<file path="src/rtl/uart_rx_ctrl_if.sv">
// SIPO-control and byte-delivery bundle between the UART receive
// sequencer (master) and the shift register / pattern matcher (slave).
interface uart_rx_ctrl_if;
    logic [7:0] sipo_data;   // parallel_out of the controlled SIPO
    logic       sipo_clr;    // one-cycle clear at frame start
    logic       shift_en;    // one-cycle shift strobe
    logic       shift_bit;   // serial_in for the SIPO, valid with shift_en
    logic [7:0] data_out;    // last good byte, LSB-first UART order
    logic       data_valid;  // one-cycle pulse when data_out updates
    logic       frame_err;   // one-cycle pulse on a bad stop bit
    logic       busy;        // high whenever the sequencer is not idle

    modport master (
        input  sipo_data,
        output sipo_clr, shift_en, shift_bit,
        output data_out, data_valid, frame_err, busy
    );

    modport slave (
        output sipo_data,
        input  sipo_clr, shift_en, shift_bit,
        input  data_out, data_valid, frame_err, busy
    );
endinterface

</file>
<file path="src/rtl/uart_rx_ctrl.sv">
// UART receive sequencer: synchronizes rx, validates the start bit at
// mid-bit, strobes each mid-bit data sample into an external SIPO, checks
// the stop bit and publishes the assembled byte with a one-cycle valid.
// Runs entirely on the system clock using a bit-period counter.
module uart_rx_ctrl #(
    parameter int CLKS_PER_BIT = 434,  // system clocks per UART bit, >= 4
    parameter bit SIPO_MSB_IN  = 1'b1  // 1: SIPO shifts into bit 7; 0: into bit 0
) (
    input  logic           clk,
    input  logic           reset,     // asynchronous, active-low
    input  logic           rx,
    uart_rx_ctrl_if.master bus
);

    localparam int CW = (CLKS_PER_BIT > 1) ? $clog2(CLKS_PER_BIT) : 1;
    localparam logic [CW-1:0] HALF_LAST = CW'(CLKS_PER_BIT / 2 - 1);
    localparam logic [CW-1:0] BIT_LAST  = CW'(CLKS_PER_BIT - 1);

    typedef enum logic [2:0] {
        IDLE,
        START,
        DATA,
        STOP,
        BREAK
    } state_t;

    state_t        state;
    logic [CW-1:0] cnt;
    logic [2:0]    bit_idx;
    logic          rx_meta;
    logic          rx_s;

    logic          sipo_clr_r;
    logic          shift_en_r;
    logic          shift_bit_r;
    logic [7:0]    data_out_r;
    logic          data_valid_r;
    logic          frame_err_r;
    logic          busy_r;

    logic [7:0]    sipo_rev;
    logic [7:0]    sipo_mapped;

    // A SIPO that shifts into bit 0 ends up holding the first (LSB) bit in
    // bit 7, so its contents are mirrored to recover UART LSB-first order.
    assign sipo_rev = {<<{bus.sipo_data}};

    // Select the byte ordering matching how the external SIPO shifts.
    always_comb begin
        sipo_mapped = bus.sipo_data;
        if (!SIPO_MSB_IN) begin
            sipo_mapped = sipo_rev;
        end
    end

    // Two-flop synchronizer for the asynchronous rx line; idles high.
    always_ff @(posedge clk or negedge reset) begin
        if (!reset) begin
            rx_meta <= 1'b1;
            rx_s    <= 1'b1;
        end else begin
            rx_meta <= rx;
            rx_s    <= rx_meta;
        end
    end

    // Frame sequencer with registered strobes, byte output and busy flag.
    always_ff @(posedge clk or negedge reset) begin
        if (!reset) begin
            state        <= IDLE;
            cnt          <= '0;
            bit_idx      <= '0;
            sipo_clr_r   <= 1'b0;
            shift_en_r   <= 1'b0;
            shift_bit_r  <= 1'b0;
            data_out_r   <= '0;
            data_valid_r <= 1'b0;
            frame_err_r  <= 1'b0;
            busy_r       <= 1'b0;
        end else begin
            sipo_clr_r   <= 1'b0;
            shift_en_r   <= 1'b0;
            data_valid_r <= 1'b0;
            frame_err_r  <= 1'b0;

            case (state)
                IDLE: begin
                    cnt <= '0;
                    if (!rx_s) begin
                        state  <= START;
                        busy_r <= 1'b1;
                    end else begin
                        busy_r <= 1'b0;
                    end
                end

                START: begin
                    if (cnt == HALF_LAST) begin
                        cnt <= '0;
                        if (!rx_s) begin
                            state      <= DATA;
                            bit_idx    <= '0;
                            sipo_clr_r <= 1'b1;
                        end else begin
                            // Line went high before mid start bit: a glitch.
                            state  <= IDLE;
                            busy_r <= 1'b0;
                        end
                    end else begin
                        cnt <= cnt + 1'b1;
                    end
                end

                DATA: begin
                    if (cnt == BIT_LAST) begin
                        cnt         <= '0;
                        shift_en_r  <= 1'b1;
                        shift_bit_r <= rx_s;
                        bit_idx     <= bit_idx + 3'd1;
                        if (bit_idx == 3'd7) begin
                            state <= STOP;
                        end
                    end else begin
                        cnt <= cnt + 1'b1;
                    end
                end

                STOP: begin
                    if (cnt == BIT_LAST) begin
                        cnt <= '0;
                        if (rx_s) begin
                            data_valid_r <= 1'b1;
                            data_out_r   <= sipo_mapped;
                            state        <= IDLE;
                            busy_r       <= 1'b0;
                        end else begin
                            frame_err_r <= 1'b1;
                            state       <= BREAK;
                        end
                    end else begin
                        cnt <= cnt + 1'b1;
                    end
                end

                BREAK: begin
                    // Hold off new starts until the line break ends.
                    cnt <= '0;
                    if (rx_s) begin
                        state  <= IDLE;
                        busy_r <= 1'b0;
                    end
                end

                default: begin
                    state  <= IDLE;
                    cnt    <= '0;
                    busy_r <= 1'b0;
                end
            endcase
        end
    end

    assign bus.sipo_clr   = sipo_clr_r;
    assign bus.shift_en   = shift_en_r;
    assign bus.shift_bit  = shift_bit_r;
    assign bus.data_out   = data_out_r;
    assign bus.data_valid = data_valid_r;
    assign bus.frame_err  = frame_err_r;
    assign bus.busy       = busy_r;

endmodule

</file>
<file path="src/flat_wrapper.sv">
// flat-port wrapper written by rule: the top's interface ports become plain ports
module uart_rx_ctrl_flat 
#(
    parameter int CLKS_PER_BIT = 434,                                     
    parameter bit SIPO_MSB_IN  = 1'b1                                             
)
  (clk, reset, rx, bus_sipo_data, bus_sipo_clr, bus_shift_en, bus_shift_bit, bus_data_out, bus_data_valid, bus_frame_err, bus_busy);
  uart_rx_ctrl_if bus_i ();
  input  logic clk;
  input  logic reset;
  input  logic rx;
  input wire logic [$bits(bus_i.sipo_data)-1:0] bus_sipo_data;
  output wire logic [$bits(bus_i.sipo_clr)-1:0] bus_sipo_clr;
  output wire logic [$bits(bus_i.shift_en)-1:0] bus_shift_en;
  output wire logic [$bits(bus_i.shift_bit)-1:0] bus_shift_bit;
  output wire logic [$bits(bus_i.data_out)-1:0] bus_data_out;
  output wire logic [$bits(bus_i.data_valid)-1:0] bus_data_valid;
  output wire logic [$bits(bus_i.frame_err)-1:0] bus_frame_err;
  output wire logic [$bits(bus_i.busy)-1:0] bus_busy;
  assign bus_i.sipo_data = bus_sipo_data;
  assign bus_sipo_clr = bus_i.sipo_clr;
  assign bus_shift_en = bus_i.shift_en;
  assign bus_shift_bit = bus_i.shift_bit;
  assign bus_data_out = bus_i.data_out;
  assign bus_data_valid = bus_i.data_valid;
  assign bus_frame_err = bus_i.frame_err;
  assign bus_busy = bus_i.busy;
  uart_rx_ctrl #(.CLKS_PER_BIT(CLKS_PER_BIT), .SIPO_MSB_IN(SIPO_MSB_IN)) u_core (.clk(clk), .reset(reset), .rx(rx), .bus(bus_i));
endmodule
</file>
<file path="config.mk">
export PLATFORM = sky130hd
export DESIGN_NAME = uart_rx_ctrl_flat
export DESIGN_NICKNAME = d
export VERILOG_FILES = /design/src/rtl/uart_rx_ctrl_if.sv /design/src/rtl/uart_rx_ctrl.sv /design/src/flat_wrapper.sv
export SDC_FILE = /design/constraint.sdc
export NUM_CORES = 1
export LEC_CHECK = 0
export CAP_MARGIN = 20
export CORE_UTILIZATION = 35
export CTS_CLUSTER_SIZE = 24
export DETAILED_ROUTE_END_ITERATION = 10
export GPL_TIMING_DRIVEN = 1
export SYNTH_ARGS = -nofsm -noshare
export SYNTH_HDL_FRONTEND = slang
export SYNTH_SLANG_ARGS = --single-unit
</file>
<file path="constraint.sdc">
create_clock -name clk -period 4.9 [get_ports clk]
set_input_delay 0.735 -clock clk [delete_from_list [all_inputs] [get_ports clk]]
set_output_delay 0.735 -clock clk [all_outputs]
set_load 0.01 [all_outputs]
</file>
==> flow_results.org <==
** Clock tree
- The clock net in this run drives a total of 31 sinks.
- Number of buffers inserted for hold repair after clock tree synthesis :: 0
- Max Buffers Root-to-Sink :: 2
- Root Driver :: clkbuf_8
- In this run the number of H-tree levels came out at 2.
- The later pin in the worst-skew pair is clocked with a latency of 280 ps.
- After clock tree synthesis, the clock-pin slew on the worst setup and hold paths is 60 ps.
- In this run the post-CTS setup repair buffer count came out at 0.
- Post-CTS sizing :: 0
- Clock tree synthesis inserted a total of 5 buffers.
- CTS tree :: yes

** Logic synthesis
- Synthesis produced a netlist whose cell count is 116.
- Ranked by instance count, the synthesized netlist is headed by 29 x dfrtp_1, 14 x nor2_1, 10 x mux2_2, 7 x nand2_1.
- Count of state elements after synthesis :: 31
- Cell type with the highest aggregate area in the netlist :: dfrtp_1
- Number of unique standard cell types used by synthesis :: 35
- YS warnings :: 0
- By instance count, the leading cell after synthesis is dfrtp_1.
- Sorting the synthesized cells by area gives the leading types as dfrtp_1 52%, mux2_2 8.1%, ha_1 4.5%, dfstp_2 3.8%, nor2_1 3.8%.
- Sequential fraction of the synthesis area :: 55.94%
- Fraction of synthesized cell area taken by the top area cell type :: 52.16%
- Synth Net Count :: 132
- A synthesized cell averages 11.99 µm².
- Among all flip-flop cells after synthesis, the most frequent one is dfrtp_1.
- Counting flops with a built-in enable in the synthesized netlist gives 0.
- Proportion of register bits with asynchronous set or reset after synthesis :: 100.0%
- Netlist area before placement :: 1391 µm²

** STA
- Worst clock skew on the final layout :: 7.812 ps
- Summed over all failing endpoints, the final setup total negative slack is 0 ps.
- Final cycle utilization of the critical path :: 42.03%
- Fin crit period :: 2060 ps
- Setup violations, final :: 0
- Count of final hold-check violations :: 0
- Derived from the worst setup path, the maximum achievable clock frequency is 485.5 MHz.
- Transition at the pin with the smallest max-transition slack :: 667.1 ps
- Final-report max-slew violation count :: 0
- Setup repair after global routing left no endpoint under its margin.
- Max-Slew Margin vs Limit :: 55.28%

** Global routing
- Largest net degree at the start of global routing :: 32
- Wire length of the first global-routing pass :: 4388 µm
- Final global-route overflow total :: 0
- Number of global-route vias before repair :: 981
- Global routing used 14.36% of the available tracks.
- Number of antenna violations at the first check in global routing :: 0

** Cells and area
- In the final layout, the multi-input gates occupy 590.6 µm².
- Total number of nets in the final design :: 161
- Number of fill cells :: 360
- Synthesis-to-layout area growth :: 27.88%
- Register area :: 778.2 µm²
- 0 antenna diodes ended up in the layout.
- The count of cells in the finished layout, fillers not included, comes to 194.
- Fraction of layout instances using a drive strength above 1 :: 16.44%

** Floorplanning
- Initial cell density of the core :: 37.17%
- Die extent in x :: 65.05 µm
- After floorplanning, the core was sized to cover 3744 µm².
- The die is 65.05 µm tall.
- Die area :: 4232 µm²
- In this run the core area contains 22 standard-cell rows.
- Boundary pin count :: 25

** Placed design
- Quantity of I/O buffers inserted on ports :: 24
- Count of placed standard cells including taps :: 186
- Routability Congestion :: 0.8306
- Detailed placement ended at an HPWL of 1882 µm.

** Setup path
- The largest single stage delay on the critical path is 460 ps.
- STA classifies the critical path startpoint as a flop.
- Cell with the largest stage delay on the worst path :: nor4bb_1
- The critical path is of the flop to flop type.
- Worst Path Max Fanout :: 6
- In this design, the largest share of critical-path delay is due to simple AND/OR/NAND/NOR gates.
- STA puts the critical path data required time at 5120 ps.
- The worst setup path is captured at a flop.
- Arrival time worst endpoint :: 2280 ps
- Critical path cell sequence :: inv_1 > ha_1 > nor4bb_1 > nand2_1 > nor3_1 > mux2_2
- Crit path buffers/inverters :: 1

** Pwr
- Power spent charging and discharging nets :: 96.74 µW
- Power per cell area :: 267.4 nW/µm²
- Net Sw Frac :: 20.34%
- Static power due to leakage :: 0.7775 nW
- Combinational group share of total power :: 3.2%
- Registers are responsible for 54.3% of the overall power.
- Internal power :: 379.0 µW
- Across the VDD grid, the largest voltage drop is 0.0001712 V.
- Of the total power, the clock network draws 42.5%.

** Detailed routing
- Total wirelength of the detailed-routed design :: 2526 µm
- Detail-routed net length per standard cell :: 13.02 µm
- In the routed design, unresolved DRC markers number 0.
- For this block, the initial DRC count from the detailed router was 19.
- After detailed routing, the number of vias per cell comes to 5.000.
- Number of detailed-route iterations in the first pass :: 2
- Residual antenna-violating net count after detailed routing :: 0
- Overall via count from detail_route :: 970

** Job
- Across the run, the number of max-cap violations was 0.

** Status
- The flow ran to the end, and the final reports show no timing, DRC or antenna violations.

** Min path
- The path class of the tightest hold or removal check is flop to flop.
placed cells by master (no fill, tap or decap), types with 3 or more instances in the layout:
cell type and count:
dfrtp_1 29, clkdlybuf4s50_1 24, nor2_1 14, mux2_2 10, nand2_1 7, clkbuf_8 6
xnor2_1 5, ha_1 5, nor3_1 4, nand3_1 3, inv_1 3
layer usage:
metal  vias to the layer above  GRT usage, %  wire length, µm
li1                        471             -                -
met2                        19         22.01             1205
met5                         -             0                0
met3                         6         5.810               95
met1                       474         16.95             1158
met4                         0         8.152               66
through the flow:
step / util (%) / setup slack (ps) / hold slack, ps / cell area (µm²) / total power, mW
detailed placement: 45.09 / 2882 / 346.8 / 1688 / 0.2787
global route: 47.53 / 2687 / 362.3 / 1779 / 0.4956
global placement: 45.09 / 2914 / 347.9 / 1688 / 0.2786
floorplan: - / 2961 / 345.2 / 1391 / 0.2648
CTS: 47.53 / 2845 / 355.3 / 1779 / 0.4827
finish: 47.53 / 2840 / 354.9 / 1779 / 0.4757
power groups by stage:
stage	Sequential, mW	Combinational, mW	Clock (mW)
2_1_floorplan	0.263	0.00188	0
6_report	0.259	0.0150	0.202
4_1_cts	0.258	0.0156	0.209
3_5_place_dp	0.263	0.0156	0
5_1_grt	0.258	0.0170	0.220
3_3_place_gp	0.263	0.0155	0
worst reg2reg max path, stage by stage, from the launching register on:
cell	delay (ps)
dfrtp_1	410
inv_1	90
ha_1	170
nor4bb_1	460
nand2_1	250
nor3_1	390
mux2_2	240
cell families (layout without fill, tap and decap cells):
family | count (synthesis) | in the layout | share of synthesized area, %
and+or+nand+nor | 44 | 44 | 18.35
muxes | 10 | 10 | 8.094
adders and majority gates | 5 | 5 | 4.496
buffers and inverters | 6 | 36 | 1.619
xor gates and xnor gates | 7 | 7 | 4.407
AOI/OAI and AO/OA | 13 | 13 | 7.105
DFF | 31 | 31 | 55.94
sequential cells by signal, summed over array words and instances (netlist names):
name / count
u_core.bus.data_out: 8
u_core.bus.shift_en: 1
u_core.cnt: 9
u_core.bus.frame_err: 1
u_core.bus.busy: 1
u_core.bus.sipo_clr: 1
u_core.state: 3
u_core.rx_meta: 1
u_core.bus.data_valid: 1
u_core.bus.shift_bit: 1
u_core.bit_idx: 3
u_core.rx_s: 1
path summary, 6_finish.rpt:
path | end | slack, ps | from | depth (start not counted)
min in group asynchronous | u_core.cnt[2]$_DFF_PN0_ | 840 | reset | 2
max | u_core.bit_idx[0]$_DFFE_PN0P_ | 2840 | u_core.cnt[1]$_DFF_PN0_ | 6
min reg2reg | u_core.rx_s$_DFF_PN1_ | 350 | u_core.rx_meta$_DFF_PN1_ | 0
min | u_core.rx_s$_DFF_PN1_ | 350 | u_core.rx_meta$_DFF_PN1_ | 0
max reg2reg | u_core.bit_idx[0]$_DFFE_PN0P_ | 2840 | u_core.cnt[1]$_DFF_PN0_ | 6
max in group asynchronous | u_core.rx_meta$_DFF_PN1_ | 3740 | reset | 2
area by class of cell:
class / instances / share of cell area (%)
multi-input combinational: 79 / 33.19
clock buffer: 7 / 4.852
inverter: 3 / 0.6329
sequential: 31 / 43.74
timing repair buffer: 25 / 13.92
clock inverter: 1 / 0.2813
tap: 48 / 3.376
No activity file was read; power rests on OpenSTA's default activity.
